==> src/rtl/seq_detect_param.sv <==
// Streaming sequence detector: compares the last DEPTH accepted symbols against a
// runtime pattern; X pulses on a match, Z is sticky, match_count saturates.

module seq_slot_cmp #(
  parameter int SYM_W = 2
) (
  input  logic [SYM_W-1:0] hist_sym,
  input  logic [SYM_W-1:0] pat_sym,
  output logic             eq
);
  assign eq = (hist_sym == pat_sym);
endmodule

module seq_detect_param #(
  parameter  int SYM_W  = 2,
  parameter  int DEPTH  = 4,
  parameter  int CNT_W  = 8,
  localparam int FILL_W = $clog2(DEPTH + 1)
) (
  input  logic                   clk,
  input  logic                   rst_n,
  input  logic                   in_valid,
  input  logic [SYM_W-1:0]       in_sym,
  input  logic [SYM_W*DEPTH-1:0] cfg_pattern,
  input  logic                   cfg_overlap,
  input  logic                   clear,
  output logic                   X,
  output logic                   Z,
  output logic [CNT_W-1:0]       match_count,
  output logic [FILL_W-1:0]      fill_level
);

  typedef enum logic {FILL, RUN} state_e;

  typedef struct packed {
    logic             x;
    logic             z;
    logic [CNT_W-1:0] cnt;
  } stat_t;

  localparam logic [FILL_W-1:0] FULL = FILL_W'(DEPTH);

  state_e                        state_q, state_d;
  logic [FILL_W-1:0]             fill_q, fill_d, fill_inc;
  logic [DEPTH-1:0][SYM_W-1:0]   hist_q, hist_d, hist_nxt, pat;
  stat_t                         stat_q, stat_d;
  logic [DEPTH-1:0]              slot_eq;
  logic                          hit;

  assign pat = cfg_pattern;

  // Candidate history: what the shift register holds if this cycle's symbol is taken.
  assign hist_nxt[0] = in_sym;
  generate
    if (DEPTH > 1) begin : g_shift
      assign hist_nxt[DEPTH-1:1] = hist_q[DEPTH-2:0];
    end
  endgenerate

  for (genvar k = 0; k < DEPTH; k++) begin : g_slot
    seq_slot_cmp #(.SYM_W(SYM_W)) u_cmp (
      .hist_sym (hist_nxt[k]),
      .pat_sym  (pat[k]),
      .eq       (slot_eq[k])
    );
  end

  assign fill_inc = (state_q == RUN) ? FULL : fill_q + FILL_W'(1);
  assign hit      = (fill_inc == FULL) && (&slot_eq);

  always_comb begin
    state_d  = state_q;
    fill_d   = fill_q;
    hist_d   = hist_q;
    stat_d   = stat_q;
    stat_d.x = 1'b0;
    if (clear) begin
      state_d = FILL;
      fill_d  = '0;
      stat_d  = '0;
    end else if (in_valid) begin
      hist_d  = hist_nxt;
      fill_d  = fill_inc;
      state_d = (fill_inc == FULL) ? RUN : FILL;
      if (hit) begin
        stat_d.x = 1'b1;
        stat_d.z = 1'b1;
        if (!(&stat_q.cnt)) stat_d.cnt = stat_q.cnt + CNT_W'(1);
        // Non-overlapping mode: next match must be built from DEPTH fresh symbols.
        if (!cfg_overlap) begin
          fill_d  = '0;
          state_d = FILL;
        end
      end
    end
  end

  always_ff @(posedge clk) begin
    if (!rst_n) begin
      state_q <= FILL;
      fill_q  <= '0;
      stat_q  <= '0;
    end else begin
      state_q <= state_d;
      fill_q  <= fill_d;
      stat_q  <= stat_d;
    end
  end

  // History is qualified by fill level, so it needs no reset.
  always_ff @(posedge clk) hist_q <= hist_d;

  assign X           = stat_q.x;
  assign Z           = stat_q.z;
  assign match_count = stat_q.cnt;
  assign fill_level  = fill_q;

endmodule

==> config.mk <==
export PLATFORM = sky130hd
export DESIGN_NAME = seq_detect_param
export DESIGN_NICKNAME = d
export VERILOG_FILES = /design/src/rtl/seq_detect_param.sv
export SDC_FILE = /design/constraint.sdc
export NUM_CORES = 1
export LEC_CHECK = 0
export CORE_MARGIN = 2
export CORE_UTILIZATION = 41
export DETAILED_ROUTE_END_ITERATION = 12
export PLACE_DENSITY = 0.75
export SLEW_MARGIN = 20
export SYNTH_ARGS = -nofsm -noshare
export SYNTH_HDL_FRONTEND = slang
export SYNTH_SLANG_ARGS = --single-unit
==> constraint.sdc <==
create_clock -name clk -period 1.95 [get_ports clk]
set_input_delay 0.195 -clock clk [delete_from_list [all_inputs] [get_ports clk]]
set_output_delay 0.195 -clock clk [all_outputs]
set_load 0.02 [all_outputs]
# Yosys cells after proc, flatten, opt, wreduce, memory -nomap -nowiden
# Cells that the tools add are included.
[word_totals] input_bits=15 ff_bits=20 output_inout_bits=13
[op_classes] bitwise=4 add_sub_neg=2 eq_ne=5 reduce_logical=8 mux=8
[op_table] operator="2-to-1 mux 10 bit" n=1
[op_table] operator="2-to-1 mux 3 bit" n=3
[op_table] operator="adder 8 x 1 -> 8 bit, second input constant" n=1
[op_table] operator="equality test 2 bit" n=4
[op_table] operator="2-to-1 mux 8 bit" n=1
[op_table] operator="AND reduction 8 bit" n=1
[op_table] operator="NOT 1 bit" n=4
[op_table] operator="AND reduction 2 bit" n=2
[op_table] operator="AND reduction 4 bit" n=1
[op_table] operator="adder 3 x 1 -> 3 bit, second input constant" n=1
[op_table] operator="equality test 3 bit, second input constant" n=1
[op_table] operator="2-to-1 mux 1 bit" n=3
[op_table] operator="AND reduction 3 bit" n=1
[op_table] operator="OR reduction 3 bit" n=1
[op_table] operator="OR reduction 2 bit" n=1
[op_table] operator="logical AND 1 bit" n=1

# Logic depth before layout (Yosys ltp)
# Gate-level depths: netlist (run 1).
[depth] word_depth=6 ltp_mapped=7 ltp_nobuf=6

# Cells and area by module
# A second synthesis (run 1) with hierarchy kept.
[unflattened] hier_cells=101 area_unflattened_um2=975.9
[by_module_without_submodules] module="seq_detect_param" n_inst=1 cells_each=89 area_per_inst_um2=890.9
[by_module_without_submodules] module="seq_slot_cmp" n_inst=4 cells_each=3 area_per_inst_um2=21.3

# Worst setup path after synthesis (run 1)
# OpenSTA, ideal clock, no wires.
[synth_path] path_kind="reg2reg" startpoint="register fill_q[0], in the netlist fill_level[0]" endpoint="register stat_q, in the netlist match_count[5]" period_less_slack_ns=2.064 t_arrival_ns=1.932 stages_incl_launch_ff=8 path_slack_ns=-0.114 required_time_ns=1.818 n_path_buf=1 setup_time_ns=0.132 cell_sequence="dfxtp_1 -> ha_1 -> xor2_1 -> a41oi_1 -> or3_1 -> buf_2 -> o41ai_1 -> a21oi_1"
[synth_via] elab_chain_len=5
[synth_rtl] element="start: declaration" line_no="44" text="logic [FILL_W-1:0] fill_q, fill_d, fill_inc;"
[synth_rtl] element="start signal: assignment" line_no="105" text="fill_q <= fill_d;"
[synth_rtl] element="adder 3 x 1 -> 3 bit" line_no="68" text="assign fill_inc = (state_q == RUN) ? FULL : fill_q + FILL_W'(1);"
[synth_rtl] element="2-to-1 mux 3 bit" line_no="68"
[synth_rtl] element="equality test 3 bit" line_no="69" text="assign hit = (fill_inc == FULL) && (&slot_eq);"
[synth_rtl] element="logical AND 1 bit" line_no="69"
[synth_rtl] element="AND reduction 3 bit (no source line)"
[synth_rtl] element="end signal: assignment" line_no="106" text="stat_q <= stat_d;"
[synth_rtl] element="end: declaration" line_no="46" text="stat_t stat_q, stat_d;"
# Every way passes these cells.
# A chain may end at the register's enable or synchronous reset.

# Final worst setup path (run 1)
[layout_path] startpoint="register fill_q[0], in the netlist fill_level[0]" endpoint="register stat_q, in the netlist match_count[3]"
# Same word-level chain as after synthesis.

==> results of run 1 <==
state kept, by name (all words and copies together), names as in the netlist:
| signal | flops |
|---|---|
| X | 1 |
| Z | 1 |
| fill_level | 3 |
| hist_nxt | 6 |
| match_count | 8 |
| state_q | 1 |
what timing repair did:
item / CTS / global route
buffers inserted: 0 / 4
hold endpoints to repair: 0 / 0
setup endpoints to repair: 4 / 5
pin swaps: 4 / 5
resized for setup: 4 / 11
stage by stage:
stage,total power (W),util
finish,0.000875,0.686
global route,0.000907,0.686
CTS,0.000875,0.645
detailed placement,0.000532,0.610
global placement,0.000530,0.610
floorplan,0.000481,-
layout make-up:
class / instances / area, um2 / share of cell area
flip-flops and latches: 20 / 463 / 0.305
well taps: 28 / 35.0 / 0.0231
repair buffers: 44 / 402 / 0.265
inverters: 4 / 15.0 / 0.00989
multi-input cells: 71 / 551 / 0.363
clock inverters: 1 / 30.0 / 0.0198
clock buffers: 3 / 22.5 / 0.0148
cells in the final DEF (no fill, tap or decap), types with 3 or more instances in the layout:
cell type        Yosys  final
clkdlybuf4s50_1      0     27
buf_4                0     16
dfxtp_1             14     12
xnor2_1              8      6
edfxtp_1             6      6
nor2_1               5      5
a21oi_1              7      5
inv_1                4      4
nand2_1              4      4
nor3_1               4      4
nand4_1              3      3
o21ai_0              3      3
clkbuf_4             0      3
cell families after synthesis:
logic type | Yosys count | share of synthesized area
xor+xnor | 9 | 0.0823
mux | 1 | 0.0104
compound gates | 24 | 0.164
fa+ha+maj | 2 | 0.0261
buf+inv | 7 | 0.0300
simple gates | 35 | 0.206
flops | 20 | 0.480
routing by layer:
metal  routed length [um]  track usage  up-vias
li1                     -            -      455
met1                 1030        0.236      430
met2                 1350        0.371       33
met3                  161       0.0429        3
met4                   25       0.0726        0
met5                    0            0        -
worst paths after layout:
kind,from,end
setup / recovery,fill_level[0]$_SDFFE_PP0P_,match_count[3]$_SDFFE_PP0P_
hold / removal,Z$_SDFFE_PP0P_,Z$_SDFFE_PP0P_
setup reg to reg,fill_level[0]$_SDFFE_PP0P_,match_count[3]$_SDFFE_PP0P_
hold reg to reg,Z$_SDFFE_PP0P_,Z$_SDFFE_PP0P_
report_power, final:
part           switching, W  total (W)  internal [W]  leakage [nW]
logic             0.0000352  0.0000915     0.0000563         0.315
clock network      0.000135   0.000343      0.000208        0.0279
registers        0.00000505   0.000441      0.000436         0.170
==> flow_summary.toml, run 1 <==
[sta]
setup-violations-final = 0
fin_ws_ns = 0.0521
rsz0062_at_grt = "yes"
final.setup.tns_ns = 0
finalHoldViolCount = 0
layout_min_cycle_time_ns = 1.90
slew-limit-headroom = 0.643
clock_skew_ns = 0.00149
tightest_slew_ns = 0.535
whs_ns = 0.490
clock.fmax_ghz = 0.527
fin_crit_sh = 0.973
final_max_slew_viol_count = 0

[cts]
clk_path_buf_depth = 2
htree_levels = 1
clkLatencyLatePin_ns = 0.31
cts_hold_buf = 0
cts.sink_count = 20
cts_tree = "yes"
cts.clk_slew.worst_paths_ns = 0.11
cts_buffers = 3
cts-root-buf = "clkbuf_4"

[floorplan]
core-area_um2 = 2210
die_area_um2 = 2740
die_x_um = 52.4
io_pins = 28
chipHeight_um = 52.4
rows = 17
initial_core_util = 0.433

[placed_design]
io_buffers = 27
dp_hpwl_um = 1840
place_congestion = 0.881
dp_cells = 163
dp_slack_ns = -0.305
place_area_um2 = 1350

[setup_path]
worst_setup_path_start_kind = "flop"
cp_data_required_time_ns = 2.20
reg2reg_depth = 6
cp_slowest_cell = "or4_4"
cp-end-kind = "flop"
cp.depth = 6
cp.buffers_inverters = 0
cp.arrival_ns = 2.15
cpPeakStageDelay_ns = 0.50
path_max_fanout = 7
cp_top_family = "simple AND/OR/NAND/NOR gates"
path_cells = "ha_4, xor2_2, a41oi_2, or3_4, or4_4, a21oi_2"
critPathKind = "reg2reg"
r2r_setup_slack_ns = 0.05

[cells_and_area]
nFillCells = 179
drive_above_1_share = 0.252
design_area_um2 = 1520
antenna_cells = 0
layout.cells.non_filler = 171
nets = 161
syn_to_final_growth_pct = 58.4

[synth]
synthTopCellsByCount = "dfxtp_1, xnor2_1, a21oi_1"
syn-mean-instance-area_um2 = 9.78
synth_top_area_share = 0.292
ys_ff_latch = 20
yosysUniqueCellTypes = 35
ys_async_sr_fraction = 0
synth_edf_count = 6
yosysSeqAreaShare = 0.480
synthFlopType = "dfxtp_1"
synth.most_common_cell = "dfxtp_1"
ys_top_cells_by_area = "dfxtp_1, edfxtp_1, xnor2_1, a21oi_1, ha_1"
ys.warnings.count = 0
syn_inst = 98
synthesis.nets = 115
yosysTopAreaCell = "dfxtp_1"
synth_area_um2 = 958

[power_and_ir_drop]
p_leak_nw = 0.513
p_per_area_nw_per_um2 = 577
ir_drop_uv = 467

[grt]
overflow = 0
grt_max_degree = 13
grt_use_total = 0.205
grt_pass1_vias = 939
antenna_found_initial = 0
grt_pass1_wl_um = 4110

[route]
detail_route.wl_per_cell_um = 15.0
totalWireLength_um = 2570
drt_pre_antenna_iters = 4
vias = 921
postRouteAntennaNets = 0
viasPerCell = 5.39
drtIter0Drc = 14
route.detailed.drc = 0

[flow_run]
drv_cap = 0

[worst_hold_path]
hp-class = "reg2reg"
hold_depth = 1

[run_status]
status = "completed"
(Power assumes the default switching activity.)
==> inputs of run 2 (changes only) <==
--- a/config.mk
+++ b/config.mk
@@ -8,8 +8,9 @@
 export CORE_MARGIN = 2
 export CORE_UTILIZATION = 41
 export DETAILED_ROUTE_END_ITERATION = 12
-export PLACE_DENSITY = 0.75
+export PLACE_DENSITY = 0.74
 export SLEW_MARGIN = 20
 export SYNTH_ARGS = -nofsm -noshare
 export SYNTH_HDL_FRONTEND = slang
+export SYNTH_HIERARCHICAL = 1
 export SYNTH_SLANG_ARGS = --single-unit
==> run 2 against run 1 <==
Global-route usage is 2.7 points lower. Die area is 1.7% higher. Sequential cell count stayed put. Via count is 0.11% lower. Largest cell class unchanged. Sequential share of layout area is 2.2 points higher. Largest power group unchanged.
==> flow_summary.toml, run 2 <==
[power_and_ir_drop]
ir_drop_uv = 691
p_leak_nw = 0.499
p_per_area_nw_per_um2 = 575

[cts]
cts.sink_count = 20
cts_hold_buf = 0
cts.clk_slew.worst_paths_ns = 0.12
cts-root-buf = "clkbuf_4"
clkLatencyLatePin_ns = 0.30
htree_levels = 1
cts_tree = "yes"
cts_buffers = 3
clk_path_buf_depth = 2

[route]
drtIter0Drc = 15
vias = 920
route.detailed.drc = 0
viasPerCell = 5.51
detail_route.wl_per_cell_um = 13.7
postRouteAntennaNets = 0
totalWireLength_um = 2290
drt_pre_antenna_iters = 4

[floorplan]
core-area_um2 = 2230
io_pins = 28
rows = 17
initial_core_util = 0.437
die_area_um2 = 2790
die_x_um = 52.8
chipHeight_um = 52.8

[setup_path]
path_max_fanout = 6
cp.arrival_ns = 2.14
worst_setup_path_start_kind = "flop"
cp-end-kind = "flop"
cp_data_required_time_ns = 2.19
critPathKind = "reg2reg"

[placed_design]
place_area_um2 = 1330
dp_cells = 162
dp_hpwl_um = 1690
place_congestion = 0.755
io_buffers = 27

[synth]
yosysSeqAreaShare = 0.472
yosysUniqueCellTypes = 32
ys_top_cells_by_area = "dfxtp_1, edfxtp_1, xor2_1, a21oi_1, nor2_1"
syn-mean-instance-area_um2 = 9.66
synth_top_area_share = 0.287
synthesis.nets = 118
ys.warnings.count = 6
synth_area_um2 = 976
synthFlopType = "dfxtp_1"
synthTopCellsByCount = "dfxtp_1, a21oi_1, xor2_1"
ys_async_sr_fraction = 0
ys_ff_latch = 20
synth_edf_count = 6
syn_inst = 101
yosysTopAreaCell = "dfxtp_1"
synth.most_common_cell = "dfxtp_1"

[cells_and_area]
final_common_cell = "clkdlybuf4s50_1"
design_area_um2 = 1410
largest_reg_flops = 8
syn_to_final_growth_pct = 44.2
antenna_cells = 0
layout_common_cells = "clkdlybuf4s50_1, dfxtp_1, xor2_1, buf_4, nor2_1"
drive_above_1_share = 0.158
layout.cells.non_filler = 167
nets = 157

[grt]
grt_use_total = 0.178
grt_pass1_wl_um = 3600
overflow = 0
antenna_found_initial = 0
grt_pass1_vias = 891
grt_max_degree = 14

[run_status]
status = "completed"

[sta]
layout_min_cycle_time_ns = 1.90
fin_crit_sh = 0.976
clock_skew_ns = 0.00454
final.setup.tns_ns = 0
slew-limit-headroom = 0.684
rsz0062_at_grt = "yes"
final_max_slew_viol_count = 0
setup-violations-final = 0
tightest_slew_ns = 0.474
clock.fmax_ghz = 0.526
finalHoldViolCount = 0

[flow_run]
drv_cap = 0

[worst_hold_path]
hp-class = "reg2reg"
-- run 2: logic make-up after synthesis --
logic type | count (synthesis) | share of synthesized area
buffers and inverters | 7 | 0.0359
multiplexers | 2 | 0.0205
adder cells (fa/ha/maj) | 2 | 0.0256
AND/OR/NAND/NOR | 41 | 0.236
flip-flops | 20 | 0.472
AO/OA/AOI/OAI | 20 | 0.129
XOR/XNOR | 9 | 0.0808
-- run 2: area by class of cell --
class,count,area (um2)
Fill cell,205,826
Multi-Input combinational cell,74,500
Sequential cell,20,460
Timing Repair Buffer,37,349
Clock buffer,4,47.5
Tap cell,28,35.0
Inverter,4,15.0
-- run 2: through the flow --
step | power (W) | utilization | worst slack (ns) | hold WS [ns]
after global placement | 0.000524 | 0.595 | -0.137 | 0.451
after CTS | 0.000811 | 0.616 | 0.0141 | 0.488
final | 0.000810 | 0.630 | 0.0474 | 0.487
after floorplan | 0.000479 | - | 0.0867 | 0.294
after global routing | 0.000833 | 0.630 | -0.0785 | 0.487
after detailed placement | 0.000526 | 0.595 | -0.172 | 0.457
-- run 2: report_power, final --
group / switching [W] / internal, W / leakage [nW] / total [W]
registers: 0.00000405 / 0.000436 / 0.169 / 0.000440
logic: 0.0000345 / 0.0000449 / 0.304 / 0.0000794
clock network: 0.000134 / 0.000156 / 0.0261 / 0.000291
total: 0.000173 / 0.000637 / 0.499 / 0.000810
-- run 2: critical path: stages (launching register included) --
cell,delay (ns)
edfxtp_1,0.41
xor2_1,0.15
nor2_1,0.16
nand4_1,0.14
a211o_1,0.34
or4_1,0.49
a21oi_1,0.14
-- run 2: what timing repair did --
action | CTS | global route
setup endpoints to repair | 0 | 8
endpoints found under the hold margin | 0 | 0
setup buffers | 0 | 1
gates resized for setup | 0 | 7
-- run 2: final timing paths --
check                   startpoint                     endpoint  slack, ns  depth (start not counted)
max          hist_nxt[7]$_DFFE_PP_  match_count[3]$_SDFFE_PP0P_       0.05                          6
min                 Z$_SDFFE_PP0P_               Z$_SDFFE_PP0P_       0.49                          1
max reg2reg  hist_nxt[7]$_DFFE_PP_  match_count[3]$_SDFFE_PP0P_       0.05                          6
min reg2reg         Z$_SDFFE_PP0P_               Z$_SDFFE_PP0P_       0.49                          1
-- run 2: layer usage --
layer,share of wire,wire (um),GRT usage,vias to the layer above
met5,0,0,0,-
met4,0.0074,17,0.0641,0
met3,0.048,110,0.0343,2
met2,0.52,1180,0.340,32
met1,0.43,978,0.191,443
li1,-,-,-,443
==> inputs of run 3 (changes only) <==
--- a/config.mk
+++ b/config.mk
@@ -5,8 +5,10 @@
 export SDC_FILE = /design/constraint.sdc
 export NUM_CORES = 1
 export LEC_CHECK = 0
+export CAP_MARGIN = 40
 export CORE_MARGIN = 2
 export CORE_UTILIZATION = 41
+export CTS_CLUSTER_SIZE = 24
 export DETAILED_ROUTE_END_ITERATION = 12
 export PLACE_DENSITY = 0.74
 export SLEW_MARGIN = 20
==> results of run 3 <==
Final layout, timing and power as in run 2 (identical DEF).
